===== src/rtl/stream_minmax_tracker_pkg.sv =====
// Shared types and constants for the frame min/max tracker.
package minmax_pkg;

    typedef enum logic [1:0] {
        IDLE = 2'd0,
        ACC  = 2'd1,
        HOLD = 2'd2
    } state_t;

    localparam int            SAMPLE_W = 8;
    localparam logic [7:0]    MIN_INIT = 8'hFF;

endpackage


===== src/rtl/stream_minmax_tracker_if.sv =====
// Sample stream in, one result beat per frame out.
interface stream_minmax_tracker_if #(
    parameter int CNT_W = 8
);
    import minmax_pkg::*;

    logic                in_valid;
    logic                in_ready;
    logic [SAMPLE_W-1:0] in_data;
    logic                in_last;
    logic                out_valid;
    logic                out_ready;
    logic [SAMPLE_W-1:0] out_max;
    logic [SAMPLE_W-1:0] out_min;
    logic [CNT_W-1:0]    out_count;
    logic [CNT_W-1:0]    out_max_ties;

    // Producer of samples and consumer of results.
    modport master (
        output in_valid, in_data, in_last, out_ready,
        input  in_ready, out_valid, out_max, out_min, out_count, out_max_ties
    );

    // The tracker itself.
    modport slave (
        input  in_valid, in_data, in_last, out_ready,
        output in_ready, out_valid, out_max, out_min, out_count, out_max_ties
    );
endinterface


===== src/rtl/mag_cmp8.sv =====
// 8-bit cascaded magnitude comparator. The cascade inputs decide the
// result only when a == b; each bit stage overrides lower stages when its
// bits differ, so the MSB stage has the final word.
module mag_cmp8
    import minmax_pkg::*;
(
    input  logic [SAMPLE_W-1:0] a,
    input  logic [SAMPLE_W-1:0] b,
    input  logic                g_in,
    input  logic                q_in,
    input  logic                l_in,
    output logic                g_out,
    output logic                q_out,
    output logic                l_out
);
    logic [SAMPLE_W:0] g_chain;
    logic [SAMPLE_W:0] q_chain;
    logic [SAMPLE_W:0] l_chain;

    assign g_chain[0] = g_in;
    assign q_chain[0] = q_in;
    assign l_chain[0] = l_in;

    generate
        for (genvar gi = 0; gi < SAMPLE_W; gi++) begin : g_stage
            logic bit_eq;
            assign bit_eq          = ~(a[gi] ^ b[gi]);
            assign g_chain[gi + 1] = (a[gi] & ~b[gi]) | (bit_eq & g_chain[gi]);
            assign l_chain[gi + 1] = (~a[gi] & b[gi]) | (bit_eq & l_chain[gi]);
            assign q_chain[gi + 1] = bit_eq & q_chain[gi];
        end
    endgenerate

    assign g_out = g_chain[SAMPLE_W];
    assign q_out = q_chain[SAMPLE_W];
    assign l_out = l_chain[SAMPLE_W];
endmodule


===== src/rtl/minmax_update.sv =====
// Next-state values for one accepted non-first sample of a frame:
// running max/min, saturating sample count and max-tie count.
module minmax_update
    import minmax_pkg::*;
#(
    parameter int CNT_W = 8
) (
    input  logic [SAMPLE_W-1:0] in_data,
    input  logic [SAMPLE_W-1:0] max,
    input  logic [SAMPLE_W-1:0] min,
    input  logic [CNT_W-1:0]    ties,
    input  logic [CNT_W-1:0]    count,
    output logic [SAMPLE_W-1:0] max_next,
    output logic [SAMPLE_W-1:0] min_next,
    output logic [CNT_W-1:0]    ties_next,
    output logic [CNT_W-1:0]    count_next
);
    localparam logic [CNT_W-1:0] CNT_ONE = CNT_W'(1);
    localparam logic [CNT_W-1:0] CNT_MAX = '1;

    // {greater, equal, less} of in_data against the running max / min
    logic [2:0] max_rel;
    logic [2:0] min_rel;

    mag_cmp8 u_cmp_max (
        .a     (in_data),
        .b     (max),
        .g_in  (1'b0),
        .q_in  (1'b1),
        .l_in  (1'b0),
        .g_out (max_rel[2]),
        .q_out (max_rel[1]),
        .l_out (max_rel[0])
    );

    mag_cmp8 u_cmp_min (
        .a     (in_data),
        .b     (min),
        .g_in  (1'b0),
        .q_in  (1'b1),
        .l_in  (1'b0),
        .g_out (min_rel[2]),
        .q_out (min_rel[1]),
        .l_out (min_rel[0])
    );

    // Max and tie count: a new max restarts the ties at one, a repeat bumps them.
    always_comb begin
        max_next  = max;
        ties_next = ties;
        case (max_rel)
            3'b100: begin
                max_next  = in_data;
                ties_next = CNT_ONE;
            end
            3'b010: ties_next = (ties == CNT_MAX) ? ties : ties + CNT_ONE;
            default: ;
        endcase
    end

    // Min only moves on a strictly smaller sample.
    always_comb begin
        min_next = min;
        case (min_rel)
            3'b001:  min_next = in_data;
            default: ;
        endcase
    end

    assign count_next = (count == CNT_MAX) ? count : count + CNT_ONE;
endmodule


===== src/rtl/stream_minmax_tracker.sv =====
// Tracks max/min/count/max-ties of each framed sample stream and offers one
// result beat per frame. Results are held in HOLD until accepted.
module stream_minmax_tracker
    import minmax_pkg::*;
#(
    parameter int CNT_W = 8
) (
    input  logic                    clk,
    input  logic                    rst,
    stream_minmax_tracker_if.slave  bus
);
    localparam logic [CNT_W-1:0] CNT_ONE = CNT_W'(1);

    state_t              state_reg;
    logic [SAMPLE_W-1:0] max_reg;
    logic [SAMPLE_W-1:0] min_reg;
    logic [CNT_W-1:0]    count_reg;
    logic [CNT_W-1:0]    ties_reg;
    logic                out_valid_reg;

    logic [SAMPLE_W-1:0] max_next;
    logic [SAMPLE_W-1:0] min_next;
    logic [CNT_W-1:0]    count_next;
    logic [CNT_W-1:0]    ties_next;

    logic                in_ready;
    logic                accept;

    // Ready whenever not holding a result; forced low while reset is applied.
    assign in_ready = ~rst && (state_reg != HOLD);
    assign accept   = bus.in_valid && in_ready;

    minmax_update #(.CNT_W(CNT_W)) u_update (
        .in_data    (bus.in_data),
        .max        (max_reg),
        .min        (min_reg),
        .ties       (ties_reg),
        .count      (count_reg),
        .max_next   (max_next),
        .min_next   (min_next),
        .ties_next  (ties_next),
        .count_next (count_next)
    );

    // Frame FSM with registered result and valid.
    always_ff @(posedge clk or posedge rst) begin
        if (rst) begin
            state_reg     <= IDLE;
            max_reg       <= '0;
            min_reg       <= MIN_INIT;
            count_reg     <= '0;
            ties_reg      <= '0;
            out_valid_reg <= 1'b0;
        end else begin
            case (state_reg)
                IDLE: begin
                    if (accept) begin
                        max_reg   <= bus.in_data;
                        min_reg   <= bus.in_data;
                        count_reg <= CNT_ONE;
                        ties_reg  <= CNT_ONE;
                        if (bus.in_last) begin
                            state_reg     <= HOLD;
                            out_valid_reg <= 1'b1;
                        end else begin
                            state_reg <= ACC;
                        end
                    end
                end
                ACC: begin
                    if (accept) begin
                        max_reg   <= max_next;
                        min_reg   <= min_next;
                        count_reg <= count_next;
                        ties_reg  <= ties_next;
                        if (bus.in_last) begin
                            state_reg     <= HOLD;
                            out_valid_reg <= 1'b1;
                        end
                    end
                end
                HOLD: begin
                    if (bus.out_ready) begin
                        state_reg     <= IDLE;
                        out_valid_reg <= 1'b0;
                    end
                end
                default: begin
                    state_reg     <= IDLE;
                    out_valid_reg <= 1'b0;
                end
            endcase
        end
    end

    assign bus.in_ready     = in_ready;
    assign bus.out_valid    = out_valid_reg;
    assign bus.out_max      = max_reg;
    assign bus.out_min      = min_reg;
    assign bus.out_count    = count_reg;
    assign bus.out_max_ties = ties_reg;
endmodule


===== src/flat_wrapper.sv =====
// flat-port wrapper written by rule: the top's interface ports become plain ports
module stream_minmax_tracker_flat import minmax_pkg::*;
#(
    parameter int CNT_W = 8
)
  (clk, rst, bus_in_valid, bus_in_data, bus_in_last, bus_out_ready, bus_in_ready, bus_out_valid, bus_out_max, bus_out_min, bus_out_count, bus_out_max_ties);
  stream_minmax_tracker_if #(.CNT_W(CNT_W)) bus_i ();
  input  logic clk;
  input  logic rst;
  input wire logic [$bits(bus_i.in_valid)-1:0] bus_in_valid;
  input wire logic [$bits(bus_i.in_data)-1:0] bus_in_data;
  input wire logic [$bits(bus_i.in_last)-1:0] bus_in_last;
  input wire logic [$bits(bus_i.out_ready)-1:0] bus_out_ready;
  output wire logic [$bits(bus_i.in_ready)-1:0] bus_in_ready;
  output wire logic [$bits(bus_i.out_valid)-1:0] bus_out_valid;
  output wire logic [$bits(bus_i.out_max)-1:0] bus_out_max;
  output wire logic [$bits(bus_i.out_min)-1:0] bus_out_min;
  output wire logic [$bits(bus_i.out_count)-1:0] bus_out_count;
  output wire logic [$bits(bus_i.out_max_ties)-1:0] bus_out_max_ties;
  assign bus_i.in_valid = bus_in_valid;
  assign bus_i.in_data = bus_in_data;
  assign bus_i.in_last = bus_in_last;
  assign bus_i.out_ready = bus_out_ready;
  assign bus_in_ready = bus_i.in_ready;
  assign bus_out_valid = bus_i.out_valid;
  assign bus_out_max = bus_i.out_max;
  assign bus_out_min = bus_i.out_min;
  assign bus_out_count = bus_i.out_count;
  assign bus_out_max_ties = bus_i.out_max_ties;
  stream_minmax_tracker #(.CNT_W(CNT_W)) u_core (.clk(clk), .rst(rst), .bus(bus_i));
endmodule

===== config.mk =====
export PLATFORM = sky130hd
export DESIGN_NAME = stream_minmax_tracker_flat
export DESIGN_NICKNAME = d
export VERILOG_FILES = /design/src/rtl/stream_minmax_tracker_pkg.sv /design/src/rtl/stream_minmax_tracker_if.sv /design/src/rtl/mag_cmp8.sv /design/src/rtl/minmax_update.sv /design/src/rtl/stream_minmax_tracker.sv /design/src/flat_wrapper.sv
export SDC_FILE = /design/constraint.sdc
export NUM_CORES = 1
export LEC_CHECK = 0
export ABC_AREA = 1
export CAP_MARGIN = 20
export CELL_PAD_IN_SITES_DETAIL_PLACEMENT = 2
export CELL_PAD_IN_SITES_GLOBAL_PLACEMENT = 2
export CORE_ASPECT_RATIO = 0.8
export CORE_MARGIN = 2
export CORE_UTILIZATION = 27
export CTS_CLUSTER_SIZE = 20
export DETAILED_ROUTE_END_ITERATION = 6
export MAX_ROUTING_LAYER = met4
export PLACE_DENSITY_LB_ADDON = 0.1
export SYNTH_ARGS = -nofsm -noshare
export SYNTH_HDL_FRONTEND = slang
export SYNTH_SLANG_ARGS = --single-unit

===== constraint.sdc =====
create_clock -name clk -period 1.88 [get_ports clk]
set_input_delay 0.376 -clock clk [delete_from_list [all_inputs] [get_ports clk]]
set_output_delay 0.376 -clock clk [all_outputs]
set_load 0.01 [all_outputs]

Word level (Yosys, flattened, before mapping). Index checks and enable logic that the tools add are counted.

Bits in registers: 35. Bits in latches: 0. Bits in writable memories: 0. Bits in read-only memories: 0. Logic and storage cells: 222. Memories: 0.

Add/subtract/negate cells: 2. Multiply operators: 0. Div/mod/pow operators: 0. Order comparisons: 0. Eq/ne operators: 19. Shift operators: 0. Muxes and demuxes: 25. Bitwise gates (word level): 159. Reduce and logical (&&, ||, !) cells: 11.

Operators by type and width (count): 8-bit two-way mux (10); 8-bit one-hot mux with 2 select lines (5); 1-bit bitwise AND (74); 1-bit inverter (41); 1-bit OR (28); 8-bit by 1-bit adder with 8-bit output (second input constant) (2); 8-bit == test (second input constant) (2); 4-bit AND reduction (4); 1-bit bitwise XOR (16); 2-bit inequality test (second input constant) (6); 2-bit two-way mux (5); 2-bit by 1-bit inequality test with 1-bit output (second input constant) (4); 3-bit inequality test (second input constant) (2); 2-bit one-hot mux with 3 select lines (1); 5-bit AND reduction (1); 3-bit by 1-bit == test with 1-bit output (second input constant) (1); 3-bit by 2-bit == test with 1-bit output (second input constant) (1); 3-bit == test (second input constant) (1); 1-bit two-way mux (3); 3-bit AND reduction (1); 2-bit by 1-bit == test with 1-bit output (second input constant) (1); 2-bit == test (second input constant) (1); 1-bit logical AND (2); 2-bit zero test (1); other kinds (3) (3).

Longest topological paths before layout. Gate-level depths: netlist of run 1.

Depth after elaboration: 20. Mapped depth: 18. Depth with buffers taken out: 18.

Cells and area by module. Synthesis of run 1 repeated with hierarchy kept, for this count alone.

Cells, all modules: 495. Area, all modules: 3216.8 um^2.

Modules (own cells, without submodules): stream_minmax_tracker (times used 1, cells an instance 211, area each 1642.8 um^2, sequential area each 885.8 um^2); mag_cmp8 (times used 2, cells an instance 66, area each 412.9 um^2, sequential area each 0.0 um^2); minmax_update (times used 1, cells an instance 152, area each 748.2 um^2, sequential area each 0.0 um^2).

Worst setup path after synthesis of run 1. No wires, ideal clock.

Kind: reg-to-reg. Start: register u_core.min_reg[2], in the netlist u_core.bus.out_min[2]. End: register u_core.min_reg[0], in the netlist u_core.bus.out_min[0]. Arrival: 1908 ps. Path slack: -89 ps. Stages on the path, launching flop included: 16. Path buffers: 0. Cell sequence: dfstp_2 > inv_1 > ha_1 > a21oi_1 > nand2_1 > nand2_1 > nand2_1 > nand2_1 > nand2_1 > nand2_1 > nand2_1 > a21oi_1 > nand2_2 > nand2_1 > nand2_1 > nand2_1.

Cells in the longest elaborated chain, start to end: 17.

RTL lines: start, declared (RTL line stream_minmax_tracker.sv:16) `logic [SAMPLE_W-1:0] min_reg;`; start signal, assigned (RTL line stream_minmax_tracker.sv:59) `min_reg <= bus.in_data;`; start signal, assigned (RTL line stream_minmax_tracker.sv:73) `min_reg <= min_next;`; 1-bit bitwise XOR (RTL line mag_cmp8.sv:27) `assign bit_eq = ~(a[gi] ^ b[gi]);`; 1-bit inverter (RTL line mag_cmp8.sv:27); 1-bit bitwise AND (on tied branches) (RTL line mag_cmp8.sv:29, mag_cmp8.sv:28); 1-bit OR (on tied branches) (RTL line mag_cmp8.sv:29, mag_cmp8.sv:28); 1-bit bitwise AND (on tied branches) (RTL line mag_cmp8.sv:29, mag_cmp8.sv:28); 1-bit OR (on tied branches) (RTL line mag_cmp8.sv:29, mag_cmp8.sv:28); 1-bit bitwise AND (on tied branches) (RTL line mag_cmp8.sv:29, mag_cmp8.sv:28); 1-bit OR (on tied branches) (RTL line mag_cmp8.sv:29, mag_cmp8.sv:28); 1-bit bitwise AND (on tied branches) (RTL line mag_cmp8.sv:29, mag_cmp8.sv:28); 1-bit OR (on tied branches) (RTL line mag_cmp8.sv:29, mag_cmp8.sv:28); 1-bit bitwise AND (on tied branches) (RTL line mag_cmp8.sv:29, mag_cmp8.sv:28); 1-bit OR (on tied branches) (RTL line mag_cmp8.sv:29, mag_cmp8.sv:28); 1-bit bitwise AND (on tied branches) (RTL line mag_cmp8.sv:29, mag_cmp8.sv:28); 1-bit OR (on tied branches) (RTL line mag_cmp8.sv:29, mag_cmp8.sv:28); 3-bit by 1-bit == test with 1-bit output (*) (RTL line minmax_update.sv:64) `case (min_rel)`; 2-bit inequality test (no source line) (*); 4-bit AND reduction (no source line) (*).

Mark *: on every way between the ends. The rest lies on a longest branch, timed or not. A chain may end at the register's enable or synchronous reset.

Worst setup path after layout of run 1.
Start: register u_core.min_reg[2], in the netlist u_core.bus.out_min[2]. End: register u_core.min_reg[3], in the netlist u_core.bus.out_min[3].

Same word-level chain as after synthesis.

==> results.toml, run 1 <==
[logic_synthesis]
synthMuxAreaShare_pct = 0
seq_area_frac_synth_pct = 35.5
synth_compound_area_share_pct = 8.53
syn_inst = 329
yosysMostFrequentCell = "nand2_1"
ys_top_cells_by_count = "nand2_1 (102), inv_1 (62), ha_1 (34), dfrtp_1 (27), nand3_1 (18)"
yosysTopAreaCellShare_pct = 27.1
postSynthAreaPerCell_um2 = 7.58
async_flop_share_pct = 100
syn_area_um2 = 2490
synth_cell_types = 33
yosysWarnings = 0
synth_area_leaders = "dfrtp_1 (27%), ha_1 (17%), nand2_1 (15%)"
synthFlopType = "dfrtp_1"
synth_top_family_by_area = "simple AND/OR/NAND/NOR gates"
synth_nets = 376
synthXorXnorAreaFrac_pct = 2.11
synth_adder_area_share_pct = 17.1
post-synth-top-area-cell = "dfrtp_1"
yosys.area_share.simple_pct = 26.6
synth-edff-count = 0
ys_ff_latch = 35

[clock_tree]
cts_sinks = 35
cts_root_buf = "clkbuf_16"
path_clk_slew_ns = 0.06
cts-htree-levels = 2
clock_path_buffers = 2
numCtsBuffers = 5
cts_tree = "yes"
clk_latency_ns = 0.29

[timing]
clock.fmax_mhz = 493
slew_violations = 0
final.setup.worst_slack_ns = -0.147
rsz0062_at_grt = "true"
finalCritPeriodShare_pct = 108
fin_skew_ns = 0.00815
relSlewSlack_pct = 79.6
tightest_slew_ns = 0.305
period_needed_ns = 2.03
finalHoldViolations = 0
setup_viol_count_final = 24

[worst_setup_path]
ff2ff_setup_slack_ns = -0.15
r2r_end = "u_core.bus.out_min[3]"
worstSetupStartpoint = "u_core.bus.out_min[2]"
cp-start-kind = "flop"
crit_arrival_ns = 2.24
cp_max_fo = 6
required_ns = 2.09
reg2regPathDepth = 18
end_kind = "flop"
r2r_start = "u_core.bus.out_min[2]"
critical_path_class = "flop to flop"

[die]
initial_core_util_pct = 27.7
fp.dieW_um = 111
die-height_um = 89.9
die_area_um2 = 10000
ios = 47
core-area_um2 = 9000
rows = 31

[pwr]
cell_internal_pwr_mw = 3.11
switching_share_pct = 42.7
p_switching_mw = 2.32
comb_power_share_pct = 60.8
p_leak_nw = 2.12
pwr_density_cell_nw_per_um2 = 1300
ir_drop_mv = 0.525
p_clk_share_pct = 15.9
power_frac_seq_pct = 23.3

[final_layout]
antennaDiodeCount = 0
nets = 477
finalNonFillerCells = 545
drive_above_1_share_pct = 40.0
final_design_area_no_fill_um2 = 4170
fillers = 1011
areaGrowthSynthToFinish_pct = 67.5

[run]
drv_cap = 0

[route]
drt-total-wl_um = 9400
vias = 2568
vias_per_cell = 4.71
drt_iter0_markers = 63
drtAntennaViolNets = 0
firstDrtPassIters = 4
routedWlPerCell_um = 17.2
remaining_drc_errors = 0

[hold_path]
hold_depth = 3
hp-start = "bus_in_data[4]"
min_to = "u_core.bus.out_min[4]"
hp-class = "input port to flop"

[place]
dp_hpwl_um = 6140
place_area_um2 = 3440
io_buffers = 46
gp_congestion = 0.764
pre_cts_slack_ns = -0.756
place_inst = 529

[outcome]
status = "finished with violations"
violations = "negative setup slack"

[grt]
grt_pass1_wl_um = 14700
antenna_found_initial = 0
grt_pass1_vias = 2941
grt_overflow = 0
track_usage_pct = 18.9
grt_max_degree = 36
## stage by stage
stage	utilization [%]	hold WS [ns]	power [mW]	TNS (ns)
after global routing	46.4	0.427	5.85	-5.55
after detailed placement	38.3	0.510	3.61	-17.12
after global placement	38.3	0.503	3.51	-14.26
after CTS	43.4	0.487	4.94	-1.88
final	46.4	0.405	5.44	-2.55
after floorplan	-	0.467	2.40	0
## cell families (layout without fill, tap and decap cells)
| family | count (synthesis) | after routing |
|---|---|---|
| AO/OA/AOI/OAI | 39 | 39 |
| adder cells (fa/ha/maj) | 34 | 34 |
| buffers and inverters | 65 | 165 |
| flip-flops | 35 | 35 |
| AND/OR/NAND/NOR | 150 | 151 |
| XOR/XNOR | 6 | 6 |
## worst max path at each step
stage,to,slack (ns),cells past startpoint
after floorplan,u_core.bus.out_min[0],0.01,15
after global placement,u_core.bus.out_max_ties[2],-0.61,12
after detailed placement,u_core.bus.out_max_ties[7],-0.76,12
after CTS,u_core.bus.out_min[4],-0.16,17
after global routing,u_core.bus.out_min[2],-0.29,17
final,u_core.bus.out_min[3],-0.15,18
## worst max-delay path, cell delays in order, from the launching register on
cell     delay (ns)
dfstp_2        0.55
inv_2          0.06
ha_4           0.30
nand2_4        0.06
inv_4          0.06
nand2_4        0.04
nand2_2        0.06
nand2_2        0.05
nand2_2        0.06
nand2_1        0.05
nand2_1        0.06
nand2_1        0.05
nand2_1        0.06
nand2_1        0.06
nand2_2        0.09
nand2_4        0.09
buf_12         0.16
nand3_2        0.05
nand2_1        0.05
## cells in the final DEF (no fill, tap or decap), types with 3 or more instances in the layout
master           Yosys  final
dfstp_2              8      8
clkdlybuf4s50_1      0     33
nor2_2               1      3
a21oi_1             14      8
buf_12               0      4
clkdlybuf4s15_2      0      3
nand3b_1             3      3
a21oi_2              1      5
nand3_1             18      7
buf_6                1      4
ha_1                34     23
o21ai_0             16      8
nand3_4              0      4
dlymetal6s2s_1       0      5
o21ai_1              2      7
nand2_2              3     34
nor2_1               8      5
ha_4                 0     11
clkbuf_16            0      5
inv_2                1     11
inv_1               62     50
buf_4                0     41
dlygate4sd2_1        0      3
nand2_4              0     13
nand2_1            102     58
nor3_1               5      5
xor2_1               5      5
dfrtp_1             27     26
nand3_2              1      8
## what timing repair did
item / CTS / global route
gates cloned: 1 / 0
setup endpoints to repair: 25 / 28
resized for setup: 72 / 80
hold buffers: 0 / 0
setup buffers: 6 / 2
pin swaps: 36 / 36
## metal layers
metal	share of wire [%]	vias to the layer above	global-route usage, %
met5	0	-	-
met4	1.5	0	4.63
met3	2.7	13	3.64
met2	52	36	32.7
met1	44	1289	22.7
li1	-	1230	-
## final cells by class
type / count / area, µm² / share of cell area, %
Sequential cell: 35 / 887 / 21.3
Timing Repair Buffer: 95 / 901 / 21.6
Clock buffer: 6 / 139 / 3.33
Tap cell: 115 / 144 / 3.45
Multi-Input combinational cell: 230 / 1860 / 44.5
Clock inverter: 1 / 5.00 / 0.120
Inverter: 63 / 241 / 5.79
## power groups by stage
stage                     combinational [mW]  sequential (mW)  clock [mW]
after floorplan                         1.03             1.38           0
after global placement                  2.27             1.24           0
after detailed placement                2.36             1.25           0
after CTS                               2.81             1.26       0.882
after global routing                    3.63             1.30       0.918
final                                   3.31             1.27       0.866
Power figures use the tool's default switching activity.
==> run 2, diff against run 1 <==
Settings changed: SKIP_CTS_REPAIR_TIMING from default to 1.
==> run 2 against run 1 <==
Net effect:
- the run still ends with negative setup slack left
- combinational power down 15%
- wire length shrank 7.5%
- sequential share of layout area is 1.2 points higher
- critical path depth is 1 lower
- largest power group unchanged
- hold slack better by 0.023 ns
- final cell count down 0.73%
- utilization down 2.5 points
- fmax down 1.7%
- register-to-register slack worse by 0.04 ns
- clock-buffer cell count did not move
- power decreased by 9.4%
- clock power down 1%
==> results.toml, run 2 (synthesis results as in run 1) <==
[hold_path]
min_to = "u_core.bus.out_min[2]"
hold_depth = 3
hp-class = "input port to flop"
hp-start = "bus_in_data[2]"

[pwr]
pwr_density_cell_nw_per_um2 = 1250
total_power_mw = 4.93
ir_drop_mv = 0.486
p_leak_nw = 2.07

[final_layout]
final_design_area_no_fill_um2 = 3950
antennaDiodeCount = 0
finalNonFillerCells = 541
areaGrowthSynthToFinish_pct = 58.3
fillers = 1033
final_cell_mix = "nand2_1 (76), inv_1 (54), buf_4 (41)"
drive_above_1_share_pct = 31.0
final_common_cell = "nand2_1"
nets = 473

[clock_tree]
cts_tree = "yes"
cts-htree-levels = 2
path_clk_slew_ns = 0.06
cts_sinks = 35
numCtsBuffers = 5
cts_root_buf = "clkbuf_16"
clk_latency_ns = 0.29
clock_path_buffers = 2

[worst_setup_path]
reg2regPathDepth = 17
crit_arrival_ns = 2.28
path_cells = "inv_2 > ha_4 > nand2_2 > inv_2 > nand2_1 > nand2_1 > nand2_1 > nand2_1 > nand2_1 > nand2_2 > nand2_2 > nand2_2 > a21oi_4 > nand2_4 > buf_12 > nand3_2 > nand2_2"
path_delay_family = "simple AND/OR/NAND/NOR gates"
required_ns = 2.10
critPathBufInv = 3
cp-start-kind = "flop"
r2r_start = "u_core.bus.out_min[2]"
r2r_end = "u_core.bus.out_min[4]"
max_stage_delay_ns = 0.54
end_kind = "flop"
cp_slowest_cell = "dfstp_2"
ff2ff_setup_slack_ns = -0.18
critical_path_class = "flop to flop"
cp_max_fo = 6

[route]
remaining_drc_errors = 0
vias_per_cell = 4.67
drt_iter0_markers = 39
vias = 2528
drtAntennaViolNets = 0
firstDrtPassIters = 3
drt-total-wl_um = 8690
routedWlPerCell_um = 16.1

[die]
core-area_um2 = 9000
rows = 31
fp.dieW_um = 111
initial_core_util_pct = 27.7
die_area_um2 = 10000
ios = 47
die-height_um = 89.9

[grt]
grt_overflow = 0
antenna_found_initial = 0
grt_max_degree = 36
track_usage_pct = 17.2
grt_pass1_vias = 2772
grt_pass1_wl_um = 13500

[timing]
finalHoldViolations = 0
hold_ws_ns = 0.428
rsz0062_at_grt = "true"
clock.fmax_mhz = 485
tns_ns = -3.33
setup_viol_count_final = 24
final.setup.worst_slack_ns = -0.183
finalCritPeriodShare_pct = 110
tightest_slew_ns = 0.352
fin_skew_ns = 0.00533
relSlewSlack_pct = 76.3
period_needed_ns = 2.06
slew_violations = 0

[place]
dp_hpwl_um = 6140
gp_congestion = 0.764
place_inst = 529
place_area_um2 = 3440
io_buffers = 46

[outcome]
status = "finished with violations"
violations = "negative setup slack"

[run]
drv_cap = 0
run 2: worst max path at each step:
stage,slack [ns],to,cells after the start,start
after floorplan,0.01,u_core.bus.out_min[0],15,u_core.bus.out_min[2]
after global placement,-0.61,u_core.bus.out_max_ties[2],12,bus_in_data[6]
after detailed placement,-0.76,u_core.bus.out_max_ties[7],12,bus_in_data[6]
after CTS,-0.49,u_core.bus.out_max_ties[0],14,bus_in_data[6]
after global routing,-0.36,u_core.bus.out_min[4],18,u_core.bus.out_min[2]
final,-0.18,u_core.bus.out_min[4],17,u_core.bus.out_min[2]
run 2: final cells by class:
cell class / instances / area, µm² / area share [%]
inverter: 63 / 236 / 5.99
sequential: 35 / 887 / 22.5
clock inverter: 1 / 5.00 / 0.127
timing repair buffer: 92 / 871 / 22.1
tap: 115 / 144 / 3.65
multi-input combinational: 229 / 1660 / 42.2
clock buffer: 6 / 139 / 3.52
run 2: power breakdown:
group	switching [mW]	internal (mW)	total, mW
Clock	0.339	0.518	0.857
Sequential	0.201	1.05	1.25
Combinational	1.51	1.31	2.82
run 2: stage by stage:
stage	setup slack [ns]	utilization, %
final	-0.183	43.9
after detailed placement	-0.756	38.3
after global routing	-0.361	43.9
after floorplan	0.0116	-
after CTS	-0.492	39.9
after global placement	-0.609	38.3
run 2: per-layer routing:
metal	up-vias	routed length, µm	global-route usage, %
met4	0	198	3.81
met1	1242	3880	21.4
met2	42	4350	29.3
met3	17	267	3.30
li1	1227	-	-
met5	-	0	-
run 2: worst reg2reg max path, stage by stage, from the launching register on:
cell     delay [ns]
dfstp_2        0.54
inv_2          0.05
ha_4           0.23
nand2_2        0.07
inv_2          0.04
nand2_1        0.05
nand2_1        0.05
nand2_1        0.08
nand2_1        0.07
nand2_1        0.08
nand2_2        0.06
nand2_2        0.06
nand2_2        0.06
a21oi_4        0.16
nand2_4        0.11
buf_12         0.16
nand3_2        0.07
nand2_2        0.05
==> RTL edit (settings of run 1) <==
Make the reset (`rst`) synchronous in one clocked block.
--- a/src/rtl/stream_minmax_tracker.sv
+++ b/src/rtl/stream_minmax_tracker.sv
@@ -44,5 +44,5 @@
 
     // Frame FSM with registered result and valid.
-    always_ff @(posedge clk or posedge rst) begin
+    always_ff @(posedge clk) begin
         if (rst) begin
             state_reg     <= IDLE;
Behaviour: differs if rst is asserted again (counterexample within 4 cycles, from zero or initial values and one cycle with rst high); with rst held inactive, the same outputs for 4 cycles.
==> RTL edit against run 1 <==
  * The run still ends with setup timing left
  * Sequential share of layout area is 3.6 points lower
  * Maximum frequency is 4.1% lower
  * Design area is 3.3% lower
  * Routed wire length is 3.8% higher
  * Worst hold slack worse by 0.029 ns
  * Setup slack worse by 0.087 ns
  * First-iteration DRC count is 4.8% lower
  * Area after synthesis is 7.0% lower
  * Sequential cell count stayed put
  * Critical path type unchanged
Power is not compared: it rests on default switching activity, and its combinational part moved more than twofold at a synthesized area within 25%.
==> RTL edit: results (changes against run 1) <==
Placement
  – Post-DP HPWL: 6.253 mm (+1.8%)
  – Post-DP Area: 3341 um2 (-3.0%)
  – Post-placement cell count: 533 (+0.76%)
  – Setup WS pre-CTS: -0.9149 ns (-0.1588 ns)
  – Gpl congestion: 0.7707 (+0.85%)

Clock tree
  – Clk buf depth: 2 (unchanged)
  – Setup Fix Bufs, Post-CTS: 5 (-1)
  – Num CTS Buffers: 5 (unchanged)
  – Clock transition at path regs: 0.08 ns (+0.02 ns)
  – CTS root buffer: clkbuf_8
  – Clock Latency Late Sink: 0.30 ns
  – PostCTS Resize Cnt: 72 (unchanged)
  – Htree depth: 2 (unchanged)

Setup path
  – Max incr delay on CP: 0.34 ns (-0.21 ns)
  – R2R depth: 15 (-3)
  – CP Capture Point: u_core.bus.out_max_ties[0]
  – Critical path arrival: 2.36 ns (+0.12 ns)
  – Crit Path Max Fanout: 7 (+1)
  – Top Family by Delay on Critical Path: simple AND/OR/NAND/NOR gates
  – Worst reg2reg startpoint: u_core.bus.out_max[3]
  – Slowest cell on crit path: dfxtp_2
  – CP startpoint: u_core.bus.out_max[3]

Worst hold path
  – Min-delay src: bus_in_data[1]
  – Hold crit path type: input port to flop
  – Hold EP: u_core.bus.out_min[1]

GRT
  – Pin count of the biggest net entering global routing: 16 (-56%)
  – Global-route wire length before repair: 14.43 mm (-2.0%)
  – Initial antenna violation count: 0 (unchanged)
  – Vias in the first global route: 2870 (-2.4%)
  – Global Route Usage Sum: 20.26% (+1.4 points)

Timing
  – Clk_skew: 0.004618 ns (-0.003531 ns)
  – Final Worst Setup Slack: -0.2342 ns (-0.08698 ns)
  – Final setup fails: 24 (unchanged)
  – Setup TNS: -4.568 ns (-2.017 ns)
  – Final hold slack: 0.3756 ns (-0.02895 ns)
  – Worst slew pin tran: 0.3602 ns (+0.05519 ns)

Route
  – DR iter-0 viols: 60 (-4.8%)
  – DR vias/cell: 4.673 (-0.82%)
  – Average wire per standard cell: 17.70 um (+2.6%)
  – Drt first pass iters: 4 (unchanged)

Cells and area
  – Post-route design area: 4035 um2 (-3.3%)
  – Fill cells: 937 (-7.3%)
  – ANT cells: 0 (unchanged)
  – Post-Layout Cell Count: 551 (+1.1%)
  – Final Net Count: 485 (+1.7%)
  – Layout cells sized above 1: 43.96% (+4.0 points)

Yosys
  – Library cells used by synthesis: 28 (-15%)
  – Synth warn: 0 (unchanged)
  – Synth top area cells: dfxtp_1, ha_1, nand2_1, inv_1, a21oi_1
  – Sequential fraction of the synthesis area: 30.22% (-5.3 points)
  – Syn Nets: 375 (-0.27%)
  – Post-Syn Instances: 328 (-0.30%)
  – Post-synth ARST share: 0% (-100 points)
  – Commonest cells post-synth: nand2_1, inv_1, dfxtp_1

Run status
  – Status: finished with violations
  – Failing checks: setup timing

Pwr
  – VDD IR max: 0.2951 mV
  – Switching fraction of total power: 34.85%
  – Static leakage: 1.895 nW
## RTL edit: cell count changes after synthesis, sizes merged, moves of 3 or more
cell / run 1 / this run
nand2: 105 / 77
a21oi: 15 / 24
dfxtp: 0 / 35
nand4: 2 / 5
dfstp: 8 / 0
o21ai: 18 / 15
nor2: 10 / 30
nand3b: 3 / 0
dfrtp: 27 / 0
inv: 63 / 60
nand3: 19 / 22
## RTL edit: logic make-up (layout without fill, tap and decap cells)
logic type / count (synthesis) / after routing / share of synthesized area (%)
AO/OA/AOI/OAI: 43 / 43 / 9.876
XOR/XNOR: 8 / 8 / 3.022
adder cells (fa/ha/maj): 34 / 34 / 18.35
buffers and inverters: 65 / 175 / 11.01
flip-flops: 35 / 35 / 30.22
AND/OR/NAND/NOR: 143 / 144 / 27.52
## RTL edit: per-layer routing
layer	global-route usage, %	routed length, um	up-vias
li1	-	-	1261
met1	25.97	4399	1266
met2	34.19	5032	40
met3	3.067	241	8
met4	4.079	78	0
met5	-	0	-
## RTL edit: power groups by stage
stage | logic (W) | clock network (W) | registers, W
after floorplan | 0.000327 | 0 | 0.000895
after global placement | 0.000714 | 0 | 0.000869
after detailed placement | 0.000738 | 0 | 0.000873
after CTS | 0.000836 | 0.000773 | 0.000858
after global routing | 0.00110 | 0.000802 | 0.000872
final | 0.00100 | 0.000748 | 0.000863
## RTL edit: area by class of cell
cell class                      count  share of cell area, %
Tap cell                          112                  3.473
Clock buffer                        6                  2.047
Timing Repair Buffer              106                  23.60
Inverter                           61                  5.705
Multi-Input combinational cell    229                  46.64
Sequential cell                    35                  17.67
Clock inverter                      2                 0.8682
